--- src/rtl/mips_mem_arbiter.sv ---
`default_nettype none
// ============================================================================
// Module      : mips_mem_arbiter
// Description : Shares a single-ported unified I/D memory between the IF-stage
//               fetch port and the MEM-stage load/store port. One access is in
//               flight at a time; data has priority, bounded by an
//               anti-starvation counter so fetch always makes progress.
// Revision    : 1.0 - initial release
// ============================================================================
module mips_mem_arbiter #(
  parameter int ADDR_W     = 10,
  parameter int DATA_W     = 32,
  parameter int MEM_LAT    = 1,
  parameter int STARVE_MAX = 4
) (
  input  logic              clk1,
  input  logic              rst_n,
  input  logic              if_req,
  input  logic [ADDR_W-1:0] if_addr,
  output logic              if_gnt,
  output logic              if_rvalid,
  output logic [DATA_W-1:0] if_rdata,
  input  logic              d_req,
  input  logic              d_we,
  input  logic [ADDR_W-1:0] d_addr,
  input  logic [DATA_W-1:0] d_wdata,
  output logic              d_gnt,
  output logic              d_rvalid,
  output logic [DATA_W-1:0] d_rdata,
  output logic              mem_en,
  output logic              mem_we,
  output logic [ADDR_W-1:0] mem_addr,
  output logic [DATA_W-1:0] mem_wdata,
  input  logic [DATA_W-1:0] mem_rdata,
  output logic              busy
);

  localparam logic [3:0] LAT_INIT   = 4'(MEM_LAT - 1);
  localparam logic [3:0] STARVE_LIM = 4'(STARVE_MAX);

  typedef enum logic [1:0] {
    IDLE  = 2'd0,
    ISSUE = 2'd1,
    WAIT  = 2'd2
  } state_t;

  state_t            state;
  state_t            state_nxt;
  logic              owner_d;     // 1 = data port owns the access
  logic              lat_we;
  logic [ADDR_W-1:0] lat_addr;
  logic [DATA_W-1:0] lat_wdata;
  logic [3:0]        lat_cnt;
  logic [3:0]        starve_cnt;
  logic              grant_if;
  logic              grant_d;

  // Arbitration and next state; grants are gated by rst_n so nothing is
  // accepted (or shown as accepted) while reset is held.
  always_comb begin
    grant_if  = 1'b0;
    grant_d   = 1'b0;
    state_nxt = state;
    case (state)
      IDLE: begin
        if (rst_n) begin
          if (d_req && if_req) begin
            if (starve_cnt == STARVE_LIM) grant_if = 1'b1;
            else                          grant_d  = 1'b1;
          end else if (d_req) begin
            grant_d = 1'b1;
          end else if (if_req) begin
            grant_if = 1'b1;
          end
        end
        if (grant_if || grant_d) state_nxt = ISSUE;
      end
      ISSUE:   state_nxt = WAIT;
      WAIT:    if (lat_cnt == 4'd0) state_nxt = IDLE;
      default: state_nxt = IDLE;
    endcase
  end

  // State register, request latches, latency/starvation counters, responses.
  always_ff @(posedge clk1 or negedge rst_n) begin
    if (!rst_n) begin
      state      <= IDLE;
      owner_d    <= 1'b0;
      lat_we     <= 1'b0;
      lat_addr   <= '0;
      lat_wdata  <= '0;
      lat_cnt    <= 4'd0;
      starve_cnt <= 4'd0;
      if_rvalid  <= 1'b0;
      if_rdata   <= '0;
      d_rvalid   <= 1'b0;
      d_rdata    <= '0;
    end else begin
      state     <= state_nxt;
      if_rvalid <= 1'b0;
      d_rvalid  <= 1'b0;
      case (state)
        IDLE: begin
          if (grant_d) begin
            owner_d   <= 1'b1;
            lat_we    <= d_we;
            lat_addr  <= d_addr;
            lat_wdata <= d_wdata;
          end else if (grant_if) begin
            owner_d   <= 1'b0;
            lat_we    <= 1'b0;
            lat_addr  <= if_addr;
            lat_wdata <= '0;
          end
          // Fetch progress or an absent fetch request resets the fairness debt
          if (grant_if || !if_req) begin
            starve_cnt <= 4'd0;
          end else if (grant_d && starve_cnt != STARVE_LIM) begin
            starve_cnt <= starve_cnt + 4'd1;
          end
        end
        ISSUE: lat_cnt <= LAT_INIT;
        WAIT: begin
          if (lat_cnt != 4'd0) begin
            lat_cnt <= lat_cnt - 4'd1;
          end else if (owner_d) begin
            d_rvalid <= 1'b1;
            d_rdata  <= lat_we ? '0 : mem_rdata;
          end else begin
            if_rvalid <= 1'b1;
            if_rdata  <= mem_rdata;
          end
        end
        default: ;
      endcase
    end
  end

  assign if_gnt    = grant_if;
  assign d_gnt     = grant_d;
  assign mem_en    = (state == ISSUE);
  assign mem_we    = (state == ISSUE) && lat_we;
  assign mem_addr  = (state == ISSUE) ? lat_addr  : '0;
  assign mem_wdata = (state == ISSUE) ? lat_wdata : '0;
  assign busy      = (state != IDLE);

endmodule
`default_nettype wire

--- config.mk ---
export PLATFORM = sky130hd
export DESIGN_NAME = mips_mem_arbiter
export DESIGN_NICKNAME = d
export VERILOG_FILES = /design/src/rtl/mips_mem_arbiter.sv
export SDC_FILE = /design/constraint.sdc
export NUM_CORES = 1
export LEC_CHECK = 0
export ABC_AREA = 1
export CORE_ASPECT_RATIO = 0.7
export CORE_MARGIN = 4
export CORE_UTILIZATION = 40
export DETAILED_ROUTE_END_ITERATION = 8
export GPL_TIMING_DRIVEN = 1
export PLACE_DENSITY = 0.83
export RECOVER_POWER = 50
export SYNTH_ARGS = -nofsm -noshare
export SYNTH_HDL_FRONTEND = slang
export SYNTH_SLANG_ARGS = --single-unit
--- constraint.sdc ---
create_clock -name clk1 -period 1.4 [get_ports clk1]
set_input_delay 0.28 -clock clk1 [delete_from_list [all_inputs] [get_ports clk1]]
set_output_delay 0.28 -clock clk1 [all_outputs]
set_load 0.03 [all_outputs]
==> run metrics, run 1 <==
synthesized flop and latch total 120; # port buffers 201; # fillers 778; cell-internal power 11.3 mW; Seq/Total Area, Yosys 57.9%; Peak Freq 557 MHz; root cell of the clock tree clkbuf_16; Hold Fails Final Rpt 0; Worst-Skew Late Latency 400 ps; Layout Nets 998; clk slew on worst S/H paths 60 ps; CTS tree yes; largest net degree at the start of global routing 115; status finished with violations; CP top delay family simple AND/OR/NAND/NOR gates; GRT Util Overall 25.0%; cell count of the worst reg-to-reg path 9; critical path required time 1120 ps; Critical path buffers and inverters 2; Crit Path Class reg -> out; met3 Resource Use GR 7.58%; CP Cell Sequence nor2_4, nand2_2, nor2_4, nand2_2, inv_4, buf_6; RSZ-0062 raised after global routing yes; Switch Pwr 7.87 mW; WHS 198 ps; Worst Path Arrival 1520 ps; Post-Syn Instances 638; critical path's slowest cell dfrtp_2; ant diodes 0; Mapped Avg Cell Area 8.13 um^2; r2r setup slk -240 ps; H-tree depth 4; synth warn 0; layout cell share with drive strength beyond 1 46.2%; final setup margin -397 ps; Min Clock Period, post-route 1800 ps; clock buffer depth 2; DR WL/cell 18.9 um; post-synth cell types 24; Num CTS Buffers 17; Lkg Pwr 4.79 nW; Routed Wire Length 20400 um; number of DRC markers in iteration 0 322; row count 34; worst setup path startpoint state[0]$_DFFE_PN0P_; initial antenna violation count 0; worst vdd ir 1090 uV; period utilisation layout 128%; worst flop-to-flop path endpoint lat_addr[3]$_DFFE_PN0P_; placed inst area 7590 um^2; DPL Wire Length 10400 um; failing checks setup timing; drt drc 0; Die Footprint 14900 um^2; power per cell area 1930 nW/um^2; max capacitance violation total 0; chip width 144 um; Routed Antenna Nets 0; CP endpoint d_gnt; first-pass GRT wire length 28600 um; Core Footprint 12500 um^2; Net Count, Synth 731; Setup crit start kind flop; gpl congestion 0.834; final max-slew violation count 0; Worst Skew 10.0 ps; Pwr Total 19.2 mW; Crit path depth 6; Vias/cell 5.07; number of global-route vias before repair 5591; Layout area overhead 91.6%; relative slew slack 31.1%; met1 Use GR 32.3%; GRT busiest layer met2; met2 GRT Util 40.2%; final setup vio count 159; mapped cell area 5190 um^2; R2R Path Start state[0]$_DFFE_PN0P_; max incr delay on CP 440 ps; Comb pwr share 46.1%; cell area after layout 9930 um^2; Hold WC Path Type in -> async; Initial Util 41.3%; final setup TNS -28650 ps; DR pass1 iterations 5; CP Capture Type output pin; critical path fanouts, max 3; Die Y 103 um; gr ovfl total 0; worst slew pin tran 1030 ps; clk sinks 120; Clock power frac 23.4%; Top Ports 202; Seq pwr share 30.5%; Sw Ratio 41.0%; routed via count 5471
-- layout by cell type (no fill, tap or decap), types with 7 or more instances in the layout --
| cell | synthesis | layout |
|---|---|---|
| buf_12 | 0 | 26 |
| buf_16 | 0 | 12 |
| buf_2 | 10 | 31 |
| buf_4 | 5 | 21 |
| buf_6 | 0 | 61 |
| clkbuf_16 | 0 | 22 |
| clkdlybuf4s15_2 | 0 | 26 |
| clkdlybuf4s50_1 | 0 | 87 |
| dfrtp_1 | 120 | 119 |
| inv_1 | 78 | 69 |
| inv_2 | 3 | 7 |
| nand2_1 | 242 | 145 |
| nand2_2 | 0 | 56 |
| nand2_4 | 0 | 41 |
| nand3_1 | 26 | 18 |
| nand3_2 | 1 | 7 |
| nor2_2 | 1 | 34 |
| nor2_4 | 1 | 15 |
| o21ai_0 | 55 | 10 |
| o21ai_1 | 15 | 28 |
| o21ai_2 | 0 | 31 |
-- sequential cells by signal, indices dropped and copies added (netlist names) --
signal,count
d_rdata,32
if_rdata,32
lat_wdata,32
lat_addr,10
lat_cnt,4
starve_cnt,4
state,2
d_rvalid,1
if_rvalid,1
lat_we,1
owner_d,1
-- layout make-up --
class | count | area (um^2) | area share, %
clock buffer | 20 | 457 | 4.60
clock inverter | 11 | 149 | 1.50
inverter | 82 | 328 | 3.30
multi-input combinational | 405 | 2570 | 25.9
sequential | 120 | 3000 | 30.2
tap | 162 | 203 | 2.04
timing repair buffer | 279 | 3220 | 32.4
-- routing by layer --
| metal | part of all wire, % | vias to the layer above |
|---|---|---|
| li1 | - | 2503 |
| met1 | 40 | 2662 |
| met2 | 50 | 250 |
| met3 | 8.0 | 56 |
| met4 | 2.3 | 0 |
| met5 | 0 | - |
-- synthesized netlist by cell type --
library cell  count  area [um^2]
dfrtp_1         120         3000
clkbuf_2          3         15.0
o21ai_0          55          275
buf_4             5         37.5
nand4_1           2         12.5
xor2_1            1         8.76
nor2_1           52          195
ha_1              4         50.1
nor2_4            1         11.3
nand3_2           1         10.0
clkbuf_1         11         41.3
clkinv_1          1         3.75
nand3_1          26          130
inv_2             3         11.3
o21ai_4           1         16.3
o21ai_1          15         75.1
o22ai_1           1         6.26
a21oi_1           2         10.0
xnor2_1           1         8.76
nor2_2            1         6.26
nand2_1         242          908
buf_1             2         7.51
buf_2            10         50.1
inv_1            78          293
-- stage by stage --
step                cells  setup slack, ps  util [%]
floorplan             638            -54.3         -
detailed placement   1001             -298      60.5
finish               1079             -397      79.2
CTS                  1076             -357      75.7
global route         1079             -471      79.2
global placement     1001             -207      60.5
-- how the worst min path moves through the flow --
stage               start                         to  slack (ps)  depth (start not counted)
floorplan           rst_n     d_rdata[0]$_DFFE_PN0P_         -20                          0
global placement    rst_n  starve_cnt[3]$_DFFE_PN0P_         270                          2
detailed placement  rst_n  starve_cnt[3]$_DFFE_PN0P_         270                          2
CTS                 rst_n   lat_wdata[9]$_DFFE_PN0P_          50                          2
global route        rst_n   lat_wdata[9]$_DFFE_PN0P_         290                          2
finish              rst_n   lat_wdata[9]$_DFFE_PN0P_         200                          2
-- kinds of logic (layout without fill, tap and decap cells) --
logic type | Yosys count | in the layout | synth area share (%)
fa+ha+maj | 4 | 4 | 0.965
buf+inv | 113 | 392 | 8.85
compound gates | 74 | 74 | 7.38
xor+xnor | 2 | 2 | 0.338
simple gates | 325 | 325 | 24.6
flops | 120 | 120 | 57.9
-- power groups by stage --
stage / Combinational [mW] / Clock, mW / Sequential (mW)
final: 8.84 / 4.49 / 5.85
after global routing: 9.33 / 4.69 / 5.97
after CTS: 8.11 / 4.50 / 5.53
after detailed placement: 7.21 / 0 / 5.48
after global placement: 7.07 / 0 / 5.44
after floorplan: 1.97 / 0 / 7.26
-- timing repair --
item | CTS | global route
pin swaps | 24 | 31
resized for setup | 350 | 285
setup buffers | 27 | 8
gates cloned | 17 | 7
hold buffers | 1 | 0
setup endpoints to repair | 164 | 182
endpoints found under the hold margin | 6 | 0
(Power assumes the default switching activity.)
==> inputs of run 2 (changes only) <==
--- a/config.mk
+++ b/config.mk
@@ -7,7 +7,7 @@
 export LEC_CHECK = 0
 export ABC_AREA = 1
 export CORE_ASPECT_RATIO = 0.7
-export CORE_MARGIN = 4
+export CORE_MARGIN = 8
 export CORE_UTILIZATION = 40
 export DETAILED_ROUTE_END_ITERATION = 8
 export GPL_TIMING_DRIVEN = 1
==> run 2 against run 1 <==
  * First-iteration DRC count rose by 12%
  * The run still ends with setup timing left
  * Combinational power up 3.4%
  * Utilization up 2.5 points
  * Worst hold slack improved by 10 ps
  * Register-to-register slack worse by 140 ps
  * Critical path type unchanged
  * Total power shrank 1.7%
==> run metrics, run 2 (synthesized netlist as in run 1, its figures left out) <==
# port buffers 201 (unchanged); Die Y 111 um (+7.7%); drt drc 0 (unchanged); final setup TNS -55460 ps (-26810 ps); Highest Signal Layer met4; met2 WL 11100 um (+9.1%); Hold Fails Final Rpt 0 (unchanged); GRT Util Overall 22.9% (-2.2 points); Routed Wire Length 22600 um (+10%); Lkg Pwr 4.95 nW (+3.2%); DR WL/cell 20.7 um (+9.2%); ant diodes 0 (unchanged); Initial Util 41.3% (unchanged); period utilisation layout 132% (+3.4 points); Routed Antenna Nets 0 (unchanged); largest registers d_rdata (32), if_rdata (32), lat_wdata (32); Crit Path Class reg -> out; Min Clock Period, post-route 1840 ps (+47.7 ps); routed via count 5597 (+2.3%); gpl congestion 0.821 (-1.6%); Setup crit start kind flop; RSZ-0062 raised after global routing yes; final max-slew violation count 0 (unchanged); Worst-Skew Late Latency 410 ps (about the same); status finished with violations; Worst Path Arrival 1560 ps (+40 ps); Worst Skew 11.8 ps (+1.81 ps); initial antenna violation count 0 (unchanged); Die Footprint 16900 um^2 (+14%); Num CTS Buffers 17 (unchanged); Peak Freq 542 MHz (-2.6%); critical path fanouts, max 3 (unchanged); Vias/cell 5.13 (+1.1%); CTS tree yes; Top Ports 202 (unchanged); cell count of the worst reg-to-reg path 12 (+3); CP Capture Type output pin; clock buffer depth 2 (unchanged); most frequent cells in the layout 153 x nand2_1, 120 x dfrtp_1, 87 x clkdlybuf4s50_1; met3 wire length 1890 um (+15%); max capacitance violation total 0 (unchanged); first-pass GRT wire length 31000 um (+8.4%); relative slew slack 30.3% (-0.78 points); largest net degree at the start of global routing 112 (-2.6%); post-layout utilization of the core 81.7% (+2.5 points); Layout area overhead 97.7%; number of global-route vias before repair 5663 (+1.3%); root cell of the clock tree clkbuf_16; failing checks setup timing; most common cell after layout, fill and taps aside nand2_1; M1 wire length 9120 um (+11%); final setup margin -444 ps (-47.7 ps); power per cell area 1840 nW/um^2 (-4.7%); gr ovfl total 0 (unchanged); layout cell share with drive strength beyond 1 47.4% (+1.2 points); critical path required time 1120 ps (about the same); DPL Wire Length 11400 um (+9.5%); worst slew pin tran 1050 ps (+11.7 ps); Hold WC Path Type in -> async; r2r setup slk -380 ps (-140 ps); worst vdd ir 1040 uV (-4.5%); worst flop-to-flop path endpoint lat_addr[3]$_DFFE_PN0P_; clk slew on worst S/H paths 60 ps (about the same); Core Footprint 12500 um^2 (unchanged); H-tree depth 4 (unchanged); clk sinks 120 (unchanged); row count 34 (unchanged); number of DRC markers in iteration 0 361 (+12%); Layout Nets 1010 (+1.2%); final setup vio count 173 (+8.8%); DR pass1 iterations 4 (-1); R2R Path Start state[0]$_DFFE_PN0P_; chip width 152 um (+5.6%)
[run 2: changes by cell type in the layout (fill, tap and decap cells not counted), sizes merged]
| cell | before | now |
|---|---|---|
| clkinv | 6 | 7 |
| dlygate4sd3 | 0 | 1 |
| bufinv | 3 | 0 |
| clkinvlp | 3 | 5 |
| buf | 154 | 138 |
| clkdlybuf4s15 | 26 | 55 |
| clkdlybuf4s25 | 1 | 0 |
[run 2: final cells by class]
| class | instances | area (um^2) |
|---|---|---|
| Clock buffer | 21 | 470 |
| Clock inverter | 11 | 75.1 |
| Fill cell | 708 | 2300 |
| Inverter | 82 | 325 |
| Multi-Input combinational cell | 405 | 2740 |
| Sequential cell | 120 | 3000 |
| Tap cell | 162 | 203 |
| Timing Repair Buffer | 291 | 3440 |
[run 2: worst max-delay path by stage]
stage	startpoint	end
6_report	state[0]$_DFFE_PN0P_	d_gnt
5_1_grt	starve_cnt[1]$_DFFE_PN0P_	d_gnt
4_1_cts	state[0]$_DFFE_PN0P_	d_gnt
3_5_place_dp	d_req	lat_wdata[5]$_DFFE_PN0P_
3_3_place_gp	d_req	d_gnt
2_1_floorplan	state[1]$_DFFE_PN0P_	mem_wdata[12]
[run 2: worst max-delay path: stages, from the launching register on]
cell and delay, ps:
dfrtp_1 380, buf_6 120, nor2_4 150, nand2_2 100, nor2_4 110, nand2_2 90, inv_4 80, buf_6 130
[run 2: repair_timing]
item / CTS / global route
hold buffers: 1 / 0
buffers inserted: 40 / 23
endpoints found under the hold margin: 9 / 0
cloned: 9 / 11
pin swaps: 12 / 25
endpoints found under the setup margin: 171 / 169
gates resized for setup: 342 / 273
[run 2: through the flow]
stage	instance area (um^2)	cells	hold WS, ps	total power, mW	setup WS [ps]
floorplan	5250	638	-15.6	9.23	-54.3
detailed placement	7590	1000	290	12.8	-238
global route	10300	1092	296	19.7	-508
CTS	9250	1074	58.6	17.5	-401
finish	10300	1092	208	18.9	-444
global placement	7590	1000	283	12.6	-208
[run 2: power by group]
| part | leakage [nW] | internal [mW] | total [mW] | switching, mW |
|---|---|---|---|---|
| registers | 1.52 | 4.76 | 5.72 | 0.964 |
| logic | 3.16 | 3.81 | 9.14 | 5.33 |
| clock network | 0.257 | 2.39 | 3.99 | 1.60 |
[run 2: metal layers]
metal / vias to the layer above / GRT usage (%)
met5: - / 0
met4: 0 / 7.30
met2: 271 / 36.8
li1: 2515 / -
met3: 39 / 7.63
met1: 2772 / 28.5
